==> src/rtl/run_mon_pkg.sv <==
// ---------------------------------------------------------------------------
// run_mon_pkg
// Shared constants and types for the run event monitor slice.
//   POL_ZERO / POL_ONE : run polarity encoding (1 = run of ones)
//   run_state_t        : run-tracker FSM states
//   LEN_W_DEF/CNT_W_DEF: default run-length and counter widths
// Event records are packed {pol, len}, with pol as the MSB.
// ---------------------------------------------------------------------------
package run_mon_pkg;

   localparam logic POL_ZERO = 1'b0;
   localparam logic POL_ONE  = 1'b1;

   localparam int unsigned LEN_W_DEF = 8;
   localparam int unsigned CNT_W_DEF = 16;

   typedef enum logic {
      ST_IDLE = 1'b0,
      ST_RUN  = 1'b1
   } run_state_t;

endpackage

==> src/rtl/run_evt_fifo.sv <==
// ---------------------------------------------------------------------------
// run_evt_fifo
// Synchronous DEPTH x W FIFO holding run event records. Pointers carry one
// extra wrap bit so full and empty are distinguished without a counter.
// A push into a full FIFO is accepted only when a pop happens on the same
// edge; otherwise it is ignored.
// Ports:
//   clk, reset    : clock, synchronous active-high reset
//   i_push        : write request
//   i_push_data   : record to write
//   i_pop         : read request (ignored while empty)
//   o_head_data   : record at the head of the queue
//   o_full        : no free entries
//   o_empty       : no stored entries
// ---------------------------------------------------------------------------
module run_evt_fifo #(
   parameter int unsigned DEPTH = 4,
   parameter int unsigned W     = 9
) (
   input  logic         clk,
   input  logic         reset,
   input  logic         i_push,
   input  logic [W-1:0] i_push_data,
   input  logic         i_pop,
   output logic [W-1:0] o_head_data,
   output logic         o_full,
   output logic         o_empty
);

   localparam int unsigned AW = $clog2(DEPTH);

   logic [AW:0]  r_wr_ptr;
   logic [AW:0]  r_rd_ptr;
   logic [W-1:0] r_mem [DEPTH];

   logic w_do_pop;
   logic w_do_push;

   assign o_empty = (r_wr_ptr == r_rd_ptr);
   assign o_full  = (r_wr_ptr[AW] != r_rd_ptr[AW]) &&
                    (r_wr_ptr[AW-1:0] == r_rd_ptr[AW-1:0]);

   assign w_do_pop  = i_pop && !o_empty;
   // A same-edge pop frees the slot the push needs.
   assign w_do_push = i_push && (!o_full || w_do_pop);

   assign o_head_data = r_mem[r_rd_ptr[AW-1:0]];

   always_ff @(posedge clk) begin
      if (reset) begin
         r_wr_ptr <= '0;
         r_rd_ptr <= '0;
         for (int unsigned i = 0; i < DEPTH; i++) begin
            r_mem[i] <= '0;
         end
      end else begin
         if (w_do_push) begin
            r_mem[r_wr_ptr[AW-1:0]] <= i_push_data;
            r_wr_ptr                <= r_wr_ptr + (AW+1)'(1);
         end
         if (w_do_pop) begin
            r_rd_ptr <= r_rd_ptr + (AW+1)'(1);
         end
      end
   end

endmodule

==> src/rtl/run_event_monitor.sv <==
// ---------------------------------------------------------------------------
// run_event_monitor
// Watches the three-in-a-row detector output (det_y) alongside the serial
// stream (x_in). Each completed run of >= 3 identical bits is measured and
// pushed as a {pol, len} record into an event FIFO with a valid/ready read
// port. Also keeps per-polarity saturating run counters and a sticky
// overflow flag for records dropped on a full FIFO.
// Optional feature: define RUN_MON_MAXLEN_EN to track the longest pushed
// run length on max_len; otherwise max_len is tied to 0.
// Ports:
//   clk, reset           : clock, synchronous active-high reset
//   x_in                 : serial bit stream
//   det_y                : detector output, high while run >= 3
//   clr                  : clear counters, overflow and max_len
//   evt_valid/evt_ready  : FIFO head handshake
//   evt_pol/evt_len      : FIFO head record
//   ones_cnt/zeros_cnt   : pushed runs per polarity
//   overflow             : sticky record-dropped flag
//   max_len              : longest pushed run length
// ---------------------------------------------------------------------------
module run_event_monitor
   import run_mon_pkg::*;
#(
   parameter int unsigned DEPTH = 4,
   parameter int unsigned LEN_W = LEN_W_DEF,
   parameter int unsigned CNT_W = CNT_W_DEF
) (
   input  logic             clk,
   input  logic             reset,
   input  logic             x_in,
   input  logic             det_y,
   input  logic             clr,
   output logic             evt_valid,
   input  logic             evt_ready,
   output logic             evt_pol,
   output logic [LEN_W-1:0] evt_len,
   output logic [CNT_W-1:0] ones_cnt,
   output logic [CNT_W-1:0] zeros_cnt,
   output logic             overflow,
   output logic [LEN_W-1:0] max_len
);

   run_state_t       r_state;
   logic             r_x_q;
   logic             r_y_q;
   logic [LEN_W-1:0] r_hi_cnt;
   logic             r_pol;
   logic [CNT_W-1:0] r_ones_cnt;
   logic [CNT_W-1:0] r_zeros_cnt;
   logic             r_overflow;

   logic             w_run_end;
   logic [LEN_W:0]   w_len_sum;
   logic [LEN_W-1:0] w_len;
   logic             w_full;
   logic             w_empty;
   logic             w_pop;
   logic             w_push_ok;
   logic [LEN_W:0]   w_head;

   // The detector is high for (run length - 2) cycles, so add the two
   // leading bits back, saturating at all-ones.
   assign w_len_sum = {1'b0, r_hi_cnt} + (LEN_W+1)'(2);
   assign w_len     = w_len_sum[LEN_W] ? '1 : w_len_sum[LEN_W-1:0];

   assign w_run_end = (r_state == ST_RUN) && r_y_q && !det_y;
   assign w_pop     = evt_ready && !w_empty;
   assign w_push_ok = w_run_end && (!w_full || w_pop);

   // Run-tracker FSM
   always_ff @(posedge clk) begin
      if (reset) begin
         r_state  <= ST_IDLE;
         r_x_q    <= 1'b0;
         r_y_q    <= 1'b0;
         r_hi_cnt <= '0;
         r_pol    <= POL_ZERO;
      end else begin
         r_x_q <= x_in;
         r_y_q <= det_y;
         case (r_state)
            ST_IDLE: begin
               if (det_y) begin
                  r_state  <= ST_RUN;
                  r_hi_cnt <= LEN_W'(1);
                  // x_q holds the bit that completed the third repeat.
                  r_pol    <= r_x_q;
               end
            end
            ST_RUN: begin
               if (det_y) begin
                  if (r_hi_cnt != '1) begin
                     r_hi_cnt <= r_hi_cnt + LEN_W'(1);
                  end
               end else begin
                  r_state <= ST_IDLE;
               end
            end
            default: r_state <= ST_IDLE;
         endcase
      end
   end

   // Counters and overflow; clr takes priority over a same-edge run end.
   always_ff @(posedge clk) begin
      if (reset || clr) begin
         r_ones_cnt  <= '0;
         r_zeros_cnt <= '0;
         r_overflow  <= 1'b0;
      end else if (w_run_end) begin
         if (w_push_ok) begin
            if (r_pol == POL_ONE) begin
               if (r_ones_cnt != '1) r_ones_cnt <= r_ones_cnt + CNT_W'(1);
            end else begin
               if (r_zeros_cnt != '1) r_zeros_cnt <= r_zeros_cnt + CNT_W'(1);
            end
         end else begin
            r_overflow <= 1'b1;
         end
      end
   end

   run_evt_fifo #(
      .DEPTH (DEPTH),
      .W     (LEN_W + 1)
   ) u_fifo (
      .clk         (clk),
      .reset       (reset),
      .i_push      (w_push_ok),
      .i_push_data ({r_pol, w_len}),
      .i_pop       (w_pop),
      .o_head_data (w_head),
      .o_full      (w_full),
      .o_empty     (w_empty)
   );

   assign evt_valid = !w_empty;
   assign evt_pol   = w_head[LEN_W];
   assign evt_len   = w_head[LEN_W-1:0];
   assign ones_cnt  = r_ones_cnt;
   assign zeros_cnt = r_zeros_cnt;
   assign overflow  = r_overflow;

`ifdef RUN_MON_MAXLEN_EN
   logic [LEN_W-1:0] r_max_len;

   always_ff @(posedge clk) begin
      if (reset || clr) begin
         r_max_len <= '0;
      end else if (w_push_ok && (w_len > r_max_len)) begin
         r_max_len <= w_len;
      end
   end

   assign max_len = r_max_len;
`else
   assign max_len = '0;
`endif

endmodule

==> config.mk <==
export PLATFORM = sky130hd
export DESIGN_NAME = run_event_monitor
export DESIGN_NICKNAME = d
export VERILOG_FILES = /design/src/rtl/run_mon_pkg.sv /design/src/rtl/run_evt_fifo.sv /design/src/rtl/run_event_monitor.sv
export SDC_FILE = /design/constraint.sdc
export NUM_CORES = 1
export LEC_CHECK = 0
export ABC_AREA = 0
export CORE_UTILIZATION = 24
export CTS_CLUSTER_DIAMETER = 150
export DETAILED_ROUTE_END_ITERATION = 8
export GPL_ROUTABILITY_DRIVEN = 1
export PLACE_DENSITY = 0.4
export REMOVE_ABC_BUFFERS = 1
export SYNTH_ARGS = -nofsm -noshare
export SYNTH_HDL_FRONTEND = slang
export SYNTH_HIERARCHICAL = 1
export SYNTH_SLANG_ARGS = --single-unit
==> constraint.sdc <==
create_clock -name clk -period 3.8 [get_ports clk]
set_clock_uncertainty 0.05 [all_clocks]
set_input_delay 0.76 -clock clk [delete_from_list [all_inputs] [get_ports clk]]
set_output_delay 0.76 -clock clk [all_outputs]
set_load 0.02 [all_outputs]
---- Yosys cells after proc, flatten, opt, wreduce, memory -nomap -nowiden ----
Memories as Yosys holds them, arrays and structs flattened. A register that Yosys moved wholly into a read port is not among the register bits.
Index checks and enable logic that the tools add are counted.
word-level totals
  register bits after elaboration ......... 51
  bits in writable memories ............... 36
  output and inout port bits .............. 51
  logic and storage cells ................. 64
  memories kept ........................... 1
operators by class
  add/sub/neg operators ................... 6
  equality and inequality tests ........... 9
  multiplexer cells ....................... 16
  bitwise operators ....................... 3
  reduce and logical (&&, ||, !) cells .... 19
memory list
  memory        words  width  read ports  clocked after memory_dff  wr ports  RTL line            source
  u_fifo.r_mem  4      9      1           1                         4         run_evt_fifo.sv:34  logic [W-1:0] r_mem [DEPTH];
operators by type and width
  kind                                                             count
  16-bit by 1-bit adder with 16-bit output, second input constant  2
  8-bit 2-to-1 mux                                                 4
  16-bit != test, second input constant                            2
  8-bit case mux with 2 select lines                               1
  8-bit by 2-bit adder with 9-bit output, second input constant    1
  9-bit 2-to-1 mux                                                 1
  9-bit OR reduction                                               1
  8-bit by 1-bit adder with 8-bit output, second input constant    1
  8-bit != test, second input constant                             1
  4-bit AND reduction                                              2
  1-bit logical AND                                                7
  1-bit 2-to-1 mux                                                 7
  3-bit by 1-bit adder with 3-bit output, second input constant    2
  2-bit 2-to-1 mux                                                 3
  2-bit != test, second input constant                             2
  2-bit AND reduction                                              2
  3-bit == test                                                    1
  1-bit logical NOT                                                3
  1-bit logical OR                                                 3
  1-bit inverter                                                   3
  3-bit AND reduction                                              1
  2-bit == test                                                    1
  2-bit by 1-bit != test with 1-bit output, second input constant  1
  1-bit != test                                                    1

---- Logic depth before layout (Yosys ltp) ----
Gate-level depths: netlist of the first run.
  depth after elaboration ................. 11
  depth in mapped cells ................... 11
  gate-level depth less buffers ........... 8

---- Modules after synthesis ----
Netlist of the first run, hierarchy kept.
by module, submodules not included
  module             times used  cells an instance  area an instance (sq um)
  run_event_monitor  1           312                2,527.4
  run_evt_fifo       1           156                2,063.2

---- Least setup slack after synthesis of the first run ----
OpenSTA, ideal clock, no wires.
  path type ............................... input-to-reg
  start ................................... input port det_y
  end ..................................... memory u_fifo.r_mem[0][0] (enable)
  library setup time ...................... 377 ps
  arrival ................................. 2,318 ps
  data required time ...................... 3,373 ps
  setup slack ............................. 1,055 ps
  stages on the path ...................... 8
  buffers on the path ..................... 3
  path through ............................ clkbuf_1 nand2b_1 a21oi_1 nor2b_1 o41ai_2 buf_4 buf_6 o21bai_1
RTL lines
  what             RTL line                 source
  start, declared  run_event_monitor.sv:31  input logic det_y,
  end, declared    run_evt_fifo.sv:34

==> flow_summary.yaml, run 1 <==
layout:
  diodes: 0
  area_growth_pct: 21.80
  mostFrequentLayoutCells: "dfxtp_1 (52), clkdlybuf4s50_1 (48), nand2_1 (36), edfxtp_1 (36), nor3_1 (32)"
  final_common_cell: "dfxtp_1"
  num-nets-final: 523
  drive_gt1_share_pct: 9.109
placed_design:
  place_congestion: 0.7211
  dp_hpwl_mm: 8.122
  place.port_buffers: 48
clock_tree:
  cts_tree: "yes"
  clock_path_buffers: 2
  clock-root-buffer: "clkbuf_16"
  clk_pin_slew_ns: 0.07
  cts_resized: 0
  cts.sinks: 88
  cts_buffers: 9
  cts_setup_buffers: 0
  cts_hold_buf: 0
  clk_latency_ns: 0.35
  cts_max_level: 3
critical_path:
  path_max_fanout: 9
  startpoint_type: "flop"
  critical_path_buf_inv_count: 1
  crit_family: "flip-flops"
  cp_data_required_time_ns: 2.99
  reg2reg_slack_ns: 0.85
  arrival_ns: 2.22
  cp-end-kind: "output port"
  path_cells: "mux4_2 -> clkdlybuf4s50_1"
  max_stage_delay_ns: 0.73
  worst_path_max_delay_cell: "dfxtp_1"
  critPathKind: "flop to output port"
synthesis:
  synth_cell_types: 59
  ys_warn_count: 6
  synth-compound-area-share_pct: 14.17
  ys_ff_latch: 88
  synthMuxAreaShare_pct: 8.040
  async_flop_share_pct: 0
  ys_seq_area_share_pct: 46.23
  dominantRegCellSynth: "dfxtp_1"
  synth_top_family_by_area: "simple AND/OR/NAND/NOR gates"
  yosys.area_share.simple_pct: 22.49
  avgSynthCellArea_um2: 9.809
  synth_area_um2: 4591
  synth_fa_ha_area_share_pct: 1.635
  synth_edf_count: 36
  synth-xor-area-share_pct: 1.908
  post_synth_inst_count: 468
worst_hold_path:
  hp-class: "flop to flop"
grt:
  grt_pass1_wl_mm: 19.38
  antenna_found_initial: 0
  grt_usage_pct: 12.41
  grt_pass1_vias: 3534
  grt-ovfl-total: 0
  grt_max_degree: 34
sta:
  worstMarginPinSlew_ns: 0.9308
  relSlewSlack_pct: 37.37
  fin_crit_sh_pct: 79.87
  post-route-min-period_ns: 3.035
  drv_slew: 0
  max_freq_ghz: 0.3295
  hold_viol_final: 0
  rsz0062_at_grt: "false"
  finalSetupViolCount: 0
  whs_ns: 0.4236
floorplan:
  fp.dieArea_um2: 19690
  rows: 50
  fp.dieW_um: 140.3
  io_pins: 57
  start_util_pct: 24.54
  coreArea_um2: 18710
  die_height_um: 140.3
routing:
  met3RoutedLength_um: 417
  highest_layer: "met4"
  drt_iter0_drc: 140
  wire_per_inst_um: 15.48
  route.vias.total: 3733
  dr_wl_met2_mm: 5.091
  met1Wirelength_mm: 5.968
  firstDrtPassIters: 4
  drcViolationCount: 0
  wl_mm: 11.61
  vias_per_cell: 4.977
  antenna_left: 0
power_and_ir_drop:
  leakagePower_nw: 1.835
  power_density_nw_per_um2: 370.7
  design_power_total_mw: 2.073
  irDropWorstVdd_v: 0.0002107
outcome:
  outcome: "complete, no violations"
job:
  cap_violations: 0
## area by class of cell
class / instances / area [µm²]
clock inverters: 7 / 61.31
fillers: 1938 / 13110
flip-flops and latches: 88 / 2122
clock buffers: 9 / 225.2
multi-input cells: 334 / 2256
repair buffers: 59 / 563.0
well taps: 234 / 292.8
inverters: 19 / 71.32
## cells in the mapped netlist, drive strengths merged, types with 8 or more instances
| master | count | area [µm²] |
|---|---|---|
| a31oi | 10 | 62.56 |
| nand4 | 12 | 75.07 |
| inv | 17 | 63.81 |
| edfxtp | 36 | 1081 |
| nor2 | 24 | 90.09 |
| nand3 | 12 | 60.06 |
| clkbuf | 12 | 45.04 |
| a21oi | 28 | 140.1 |
| or3 | 13 | 81.33 |
| mux2i | 11 | 110.1 |
| buf | 22 | 133.9 |
| nand2 | 36 | 135.1 |
| nor3 | 32 | 160.2 |
| a211oi | 8 | 60.06 |
| nand2b | 10 | 62.56 |
| nor2b | 9 | 56.30 |
| mux4 | 9 | 202.7 |
| o31ai | 12 | 90.09 |
| o21ai | 11 | 55.05 |
| or4 | 10 | 75.07 |
| dfxtp | 52 | 1041 |
## through the flow
stage	setup slack (ns)	area [µm²]	util, %	std cells	TNS (ns)
2_1_floorplan	-0.4398	4438	-	441	-11.88
3_3_place_gp	0.8121	5305	28.36	734	0
3_5_place_dp	0.7724	5305	28.36	734	0
4_1_cts	0.6912	5592	29.89	750	0
5_1_grt	0.5753	5592	29.89	750	0
6_report	0.7651	5592	29.89	750	0
## state kept, by name, summed over array words and instances (netlist names), named ones only
signal and flops:
u_fifo/r_mem 36, ones_cnt 16, zeros_cnt 16, r_hi_cnt 8, u_fifo/r_rd_ptr 3, u_fifo/r_wr_ptr 3, overflow 1, r_pol 1
r_state 1, r_x_q 1
## worst reg2reg max path, cell delays in order, from the launching register on
cell and delay (ns):
dfxtp_1 0.35, xnor2_1 0.47, nand3_1 0.18, inv_1 0.10
nand2b_1 0.23, clkinv_1 0.18, o41ai_4 0.66, buf_4 0.38
nor3_1 0.10
## per-layer routing
| layer | GRT usage (%) | vias to the layer above |
|---|---|---|
| met2 | 18.74 | 80 |
| met3 | 2.838 | 8 |
| met4 | 4.164 | 0 |
| met5 | 0 | - |
| li1 | - | 1843 |
| met1 | 17.37 | 1802 |
## worst paths after layout
check / cells after the start / from / end
worst max-delay path: 2 / flop / evt_len[4]
worst min-delay path: 2 / r_x_q / r_pol
worst min register to register: 2 / r_x_q / r_pol
worst max register to register: 8 / u_fifo/r_rd_ptr[2] / u_fifo/r_mem[1][7]
## logic make-up (layout without fill, tap and decap cells)
group           after synthesis  after routing
mux                          25             25
flops                        88             88
xor+xnor                     10             10
compound gates               95             95
buf+inv                      53             94
simple gates                190            190
fa+ha+maj                     6              6
other cells                   1              8
## power breakdown
part	switching [mW]	total [mW]	internal, mW
clock network	0.415	0.871	0.456
logic	0.112	0.181	0.0689
registers	0.0171	1.02	1.00
(Power assumes the default switching activity.)
==> inputs of run 2 (changes only) <==
PLACE_DENSITY = 0.41   (was 0.4)
clock period = 2.7 ns   (was 3.8 ns; I/O delays follow)
==> run 2 against run 1 <==
- sequential share of layout area fell by 0.89 points
- worst hold slack improved by 0.013 ns
- die area stayed put
- sequential power is 40% higher
- non-clock buffer count is 14 higher
- count of clock-buffer cells in the layout unchanged
- cell count increased by 1.9%
- setup slack worse by 0.61 ns
==> flow_summary.yaml, run 2 (synthesis results as in run 1) <==
critical_path:
  timing.rr.end: "u_fifo/r_mem[3][2]"
  critPathKind: "flop to output port"
  cp-end-kind: "output port"
  path_max_fanout: 9
  reg2reg_slack_ns: 0.22
  cp_data_required_time_ns: 2.11
  endpoint: "evt_len[4]"
  startpoint_type: "flop"
  cp.depth: 3
  max_stage_delay_ns: 0.56
  path_cells: "buf_4 -> mux4_2 -> clkdlybuf4s50_1"
  arrival_ns: 1.96
  rr_startpoint: "u_fifo/r_rd_ptr[0]"
  critical_path_buf_inv_count: 2
  reg2reg_depth: 7
  crit_family: "buffers and inverters"
  worst_path_max_delay_cell: "clkdlybuf4s50_1"
floorplan:
  fp.dieArea_um2: 19690
  io_pins: 57
  start_util_pct: 24.54
  die_height_um: 140.3
  fp.dieW_um: 140.3
  coreArea_um2: 18710
  rows: 50
power_and_ir_drop:
  pwr-share-comb_pct: 9.2
  p_int_mw: 2.254
  design_power_total_mw: 3.002
  switching_power_mw: 0.7481
  power_density_nw_per_um2: 524.3
  leakagePower_nw: 1.915
  p_sw_share_pct: 24.92
  power_frac_seq_pct: 47.6
  irDropWorstVdd_v: 0.0002955
  pwr-share-clk_pct: 43.2
grt:
  gr-max-usage-layer: "met2"
  grt_usage_pct: 12.33
  grt_pass1_vias: 3737
  grt_use_met3_pct: 3.077
  grt_pass1_wl_mm: 19.24
  grtUsageMet2_pct: 19.63
  grt_max_degree: 23
  use_met1_pct: 16.20
  antenna_found_initial: 0
  grt-ovfl-total: 0
placed_design:
  dp_hpwl_mm: 8.101
  placed_area_um2: 5403
  place.port_buffers: 48
  place_congestion: 0.7492
routing:
  drt_iter0_drc: 124
  antenna_left: 0
  wire_per_inst_um: 14.76
  route.vias.total: 3741
  drcViolationCount: 0
  wl_mm: 11.28
  firstDrtPassIters: 6
  vias_per_cell: 4.897
sta:
  whs_ns: 0.4367
  hold_viol_final: 0
  rsz0062_at_grt: "false"
  finalSetupViolCount: 0
  post-route-min-period_ns: 2.549
  drv_slew: 0
  fin_crit_sh_pct: 94.39
  relSlewSlack_pct: 56.91
  max_freq_ghz: 0.3924
  worstMarginPinSlew_ns: 0.6425
clock_tree:
  cts_max_level: 3
  clock-root-buffer: "clkbuf_16"
  cts.sinks: 88
  cts_hold_buf: 0
  clk_latency_ns: 0.35
  cts_buffers: 9
  clk_pin_slew_ns: 0.07
  clock_path_buffers: 2
  cts_tree: "yes"
worst_hold_path:
  hold_start: "r_x_q"
  hp-class: "flop to flop"
layout:
  num-nets-final: 537
  fin_area_um2: 5725
  drive_gt1_share_pct: 11.51
  largest_reg_flops: 36
  diodes: 0
  area_growth_pct: 24.72
  finish.utilization_pct: 30.61
  fillCellCount: 1954
  final_common_cell: "dfxtp_1"
  largest_register: "u_fifo/r_mem"
  mostFrequentLayoutCells: "dfxtp_1 (52), clkdlybuf4s50_1 (48), nand2_1 (36), edfxtp_1 (36), nor3_1 (32)"
job:
  cap_violations: 0
outcome:
  outcome: "complete, no violations"
==> run 2: changes by cell type in the layout (fill, tap and decap cells not counted), sizes merged <==
cell      previous run  this run
bufinv               0         1
inv                 21        20
clkinv               3         4
buf                 11        25
clkinvlp             2         1
==> run 2: layout make-up <==
type	count	area [µm²]	area share, %
Sequential cell	88	2122	37.06
Clock inverter	7	78.83	1.377
Inverter	19	71.32	1.246
Tap cell	234	292.8	5.114
Clock buffer	9	225.2	3.934
Multi-Input combinational cell	334	2263	39.53
Timing Repair Buffer	73	671.9	11.74
==> run 2: stage by stage <==
stage	setup WS, ns	setup TNS (ns)	instances
CTS	0.08560	0	763
floorplan	-1.540	-73.58	441
global placement	0.1174	0	747
finish	0.1515	0	764
detailed placement	0.04980	0	747
global route	0.02734	0	764
==> run 2: how the worst min path moves through the flow <==
| stage | cells after the start | end |
|---|---|---|
| 3_3_place_gp | 2 | r_pol |
| 4_1_cts | 2 | r_pol |
| 5_1_grt | 2 | zeros_cnt[15] |
| 3_5_place_dp | 2 | r_pol |
| 6_report | 2 | r_pol |
| 2_1_floorplan | 2 | r_pol |
==> run 2: repair_timing <==
action / in CTS / in global routing
buffers inserted: 0 / 1
endpoints found under the setup margin: 0 / 33
resized for setup: 0 / 2
==> run 2: power groups by stage <==
stage                     registers, mW  clock network (mW)  logic [mW]
after global routing               1.43                1.40       0.304
after floorplan                    1.46                   0       0.151
after global placement             1.46                   0       0.278
final                              1.43                1.30       0.277
after CTS                          1.43                1.34       0.280
after detailed placement           1.46                   0       0.279
==> run 2: routing by layer <==
metal | vias up | wire length [µm] | share of wire [%]
li1 | 1871 | - | -
met1 | 1784 | 5527 | 49
met2 | 73 | 5082 | 45
met3 | 13 | 470 | 4.2
met4 | 0 | 196 | 1.7
met5 | - | 0 | 0
==> run 2: worst min-delay path: stages (launching register included) <==
cell	delay [ns]
dfxtp_1	0.30
mux2i_1	0.06
nor2_1	0.09
==> inputs of run 3 (changes only) <==
ABC_AREA = 1   (was 0)
RECOVER_POWER = 100   (was unset)
==> run 3 against run 2 <==
- global-route usage down 0.15 points
- critical endpoint is now evt_len[5]
- register-to-register slack better by 0.06 ns
- sequential share of layout area down 0.92 points
- utilization down 1.5 points
- clock power down 5%
- synthesized cell count up 40%
- non-clock buffer count down 7
- sequential power about the same
- count of clock-buffer cells in the layout unchanged
- critical path type unchanged
- critical path depth unchanged
==> flow_summary.yaml, run 3 <==
synthesis:
  yosysTopAreaCell: "edfxtp_1"
  post_synth_inst_count: 653
  async_flop_share_pct: 0
  synth_edf_count: 36
  ys_top_cells_by_count: "nand2_1 (142), nor2_1 (105), inv_1 (80)"
  netlist.area_leader.share_pct: 21.91
  synth_cell_types: 37
  ys_warn_count: 6
  dominantRegCellSynth: "dfxtp_1"
  synth.most_common_cell: "nand2_1"
  synth.area.top_cells: "edfxtp_1 (22%), dfxtp_1 (21%), nand2_1 (11%), nor2_1 (8.0%), inv_1 (6.1%)"
  avgSynthCellArea_um2: 7.555
  ys_ff_latch: 88
  synth_area_um2: 4933
  ys_seq_area_share_pct: 43.01
floorplan:
  coreArea_um2: 20170
  rows: 52
  fp.dieArea_um2: 21130
  die_height_um: 145.4
  start_util_pct: 24.46
  io_pins: 57
  fp.dieW_um: 145.4
placed_design:
  dp_hpwl_mm: 9.196
  pre_cts_slack_ns: 0.09507
  place.port_buffers: 48
  place_congestion: 0.8063
  placed_area_um2: 5714
grt:
  grt-ovfl-total: 0
  grt_pass1_vias: 4063
  grt_pass1_wl_mm: 20.62
  grt_usage_pct: 12.18
  grt_max_degree: 21
  antenna_found_initial: 0
sta:
  whs_ns: 0.4211
  fin_crit_sh_pct: 97.45
  worst_slack_ns: 0.06893
  hold_viol_final: 0
  worstMarginPinSlew_ns: 0.7778
  rsz0062_at_grt: "false"
  drv_slew: 0
  post-route-min-period_ns: 2.631
  max_freq_ghz: 0.3801
  finalSetupViolCount: 0
  relSlewSlack_pct: 48.09
routing:
  firstDrtPassIters: 4
  drt_iter0_drc: 180
  route.vias.total: 4263
  wl_mm: 12.44
  antenna_left: 0
  wire_per_inst_um: 12.61
  drcViolationCount: 0
  vias_per_cell: 4.324
layout:
  final_common_cell: "nand2_1"
  largest_reg_flops: 36
  fin_area_um2: 5874
  drive_gt1_share_pct: 8.240
  num-nets-final: 723
  largest_register: "u_fifo/r_mem"
  mostFrequentLayoutCells: "nand2_1 (142), nor2_1 (105), inv_1 (80)"
  finish.utilization_pct: 29.13
  diodes: 0
  area_growth_pct: 19.07
clock_tree:
  cts_buffers: 9
  cts_tree: "yes"
  clk_latency_ns: 0.35
  cts_max_level: 3
  clock-root-buffer: "clkbuf_16"
  clock_path_buffers: 2
  clk_pin_slew_ns: 0.07
  cts_hold_buf: 0
  cts.sinks: 88
outcome:
  outcome: "complete, no violations"
critical_path:
  cp-end-kind: "output port"
  critPathKind: "flop to output port"
  arrival_ns: 2.04
  startpoint_type: "flop"
  cp_data_required_time_ns: 2.11
  rr_startpoint: "u_fifo/r_rd_ptr[0]"
  path_max_fanout: 10
job:
  cap_violations: 0
worst_hold_path:
  hold_start: "overflow"
  hp-class: "flop to flop"
power_and_ir_drop:
  leakagePower_nw: 2.319
  power_density_nw_per_um2: 485.0
  irDropWorstVdd_v: 0.0002813
-- run 3: changes by cell type after synthesis, sizes merged, moves of 10 or more --
cell	change
inv	+66
mux2i	-11
nand2	+111
nand2b	-10
nand3	+45
nor2	+86
o21ai	+22
o31ai	-12
or3	-13
or4	-10
-- run 3: where the power goes --
group | switching (mW) | internal, mW
registers | 0.0173 | 1.41
clock network | 0.586 | 0.642
logic | 0.130 | 0.0614
-- run 3: worst max-delay path, stage by stage (launching register included) --
cell and delay (ns):
dfxtp_1 0.48, o21ai_0 0.28, o22ai_1 0.24, dlygate4sd3_1 0.69
-- run 3: worst paths after layout --
path                            depth (start not counted)                  to  slack, ns
worst max-delay path                                    3          evt_len[5]       0.07
worst max register to register                         14  u_fifo/r_mem[2][8]       0.28
worst min-delay path                                    2            overflow       0.42
worst min register to register                          2            overflow       0.42
-- run 3: kinds of logic (layout without fill, tap and decap cells) --
kind of cell / count (synthesis) / in the layout / synth area share (%)
flops: 88 / 88 / 43.01
fa+ha+maj: 6 / 6 / 1.522
buf+inv: 112 / 168 / 10.04
compound gates: 76 / 76 / 8.217
xor+xnor: 10 / 10 / 1.928
other cells: 1 / 8 / 0.07601
simple gates: 360 / 360 / 35.20
-- run 3: through the flow --
stage	cells	power, mW	setup TNS, ns
finish	986	2.849	0
global route	986	2.972	0
CTS	982	2.909	0
detailed placement	966	1.665	0
global placement	966	1.663	0
floorplan	633	1.575	-24.44
-- run 3: layout make-up --
cell class	instances	area, µm²
Timing Repair Buffer	66	598.1
Fill cell	2162	14300
Multi-Input combinational cell	460	2198
Timing Repair inverter	1	7.507
Inverter	85	322.8
Tap cell	270	337.8
Clock inverter	7	61.31
Sequential cell	88	2123
Clock buffer	9	225.2
-- run 3: timing repair --
action / CTS / global route
endpoints found under the setup margin: 0 / 9
gates resized for setup: 0 / 4
setup buffers: 0 / 3
-- run 3: per-layer routing --
metal / share of wire (%) / routed length [µm] / GRT usage [%] / up-vias
li1: - / - / - / 2219
met1: 49 / 6110 / 15.90 / 1963
met2: 45 / 5632 / 19.21 / 63
met3: 3.0 / 367 / 3.166 / 18
met4: 2.6 / 326 / 4.737 / 0
met5: 0 / 0 / 0 / -
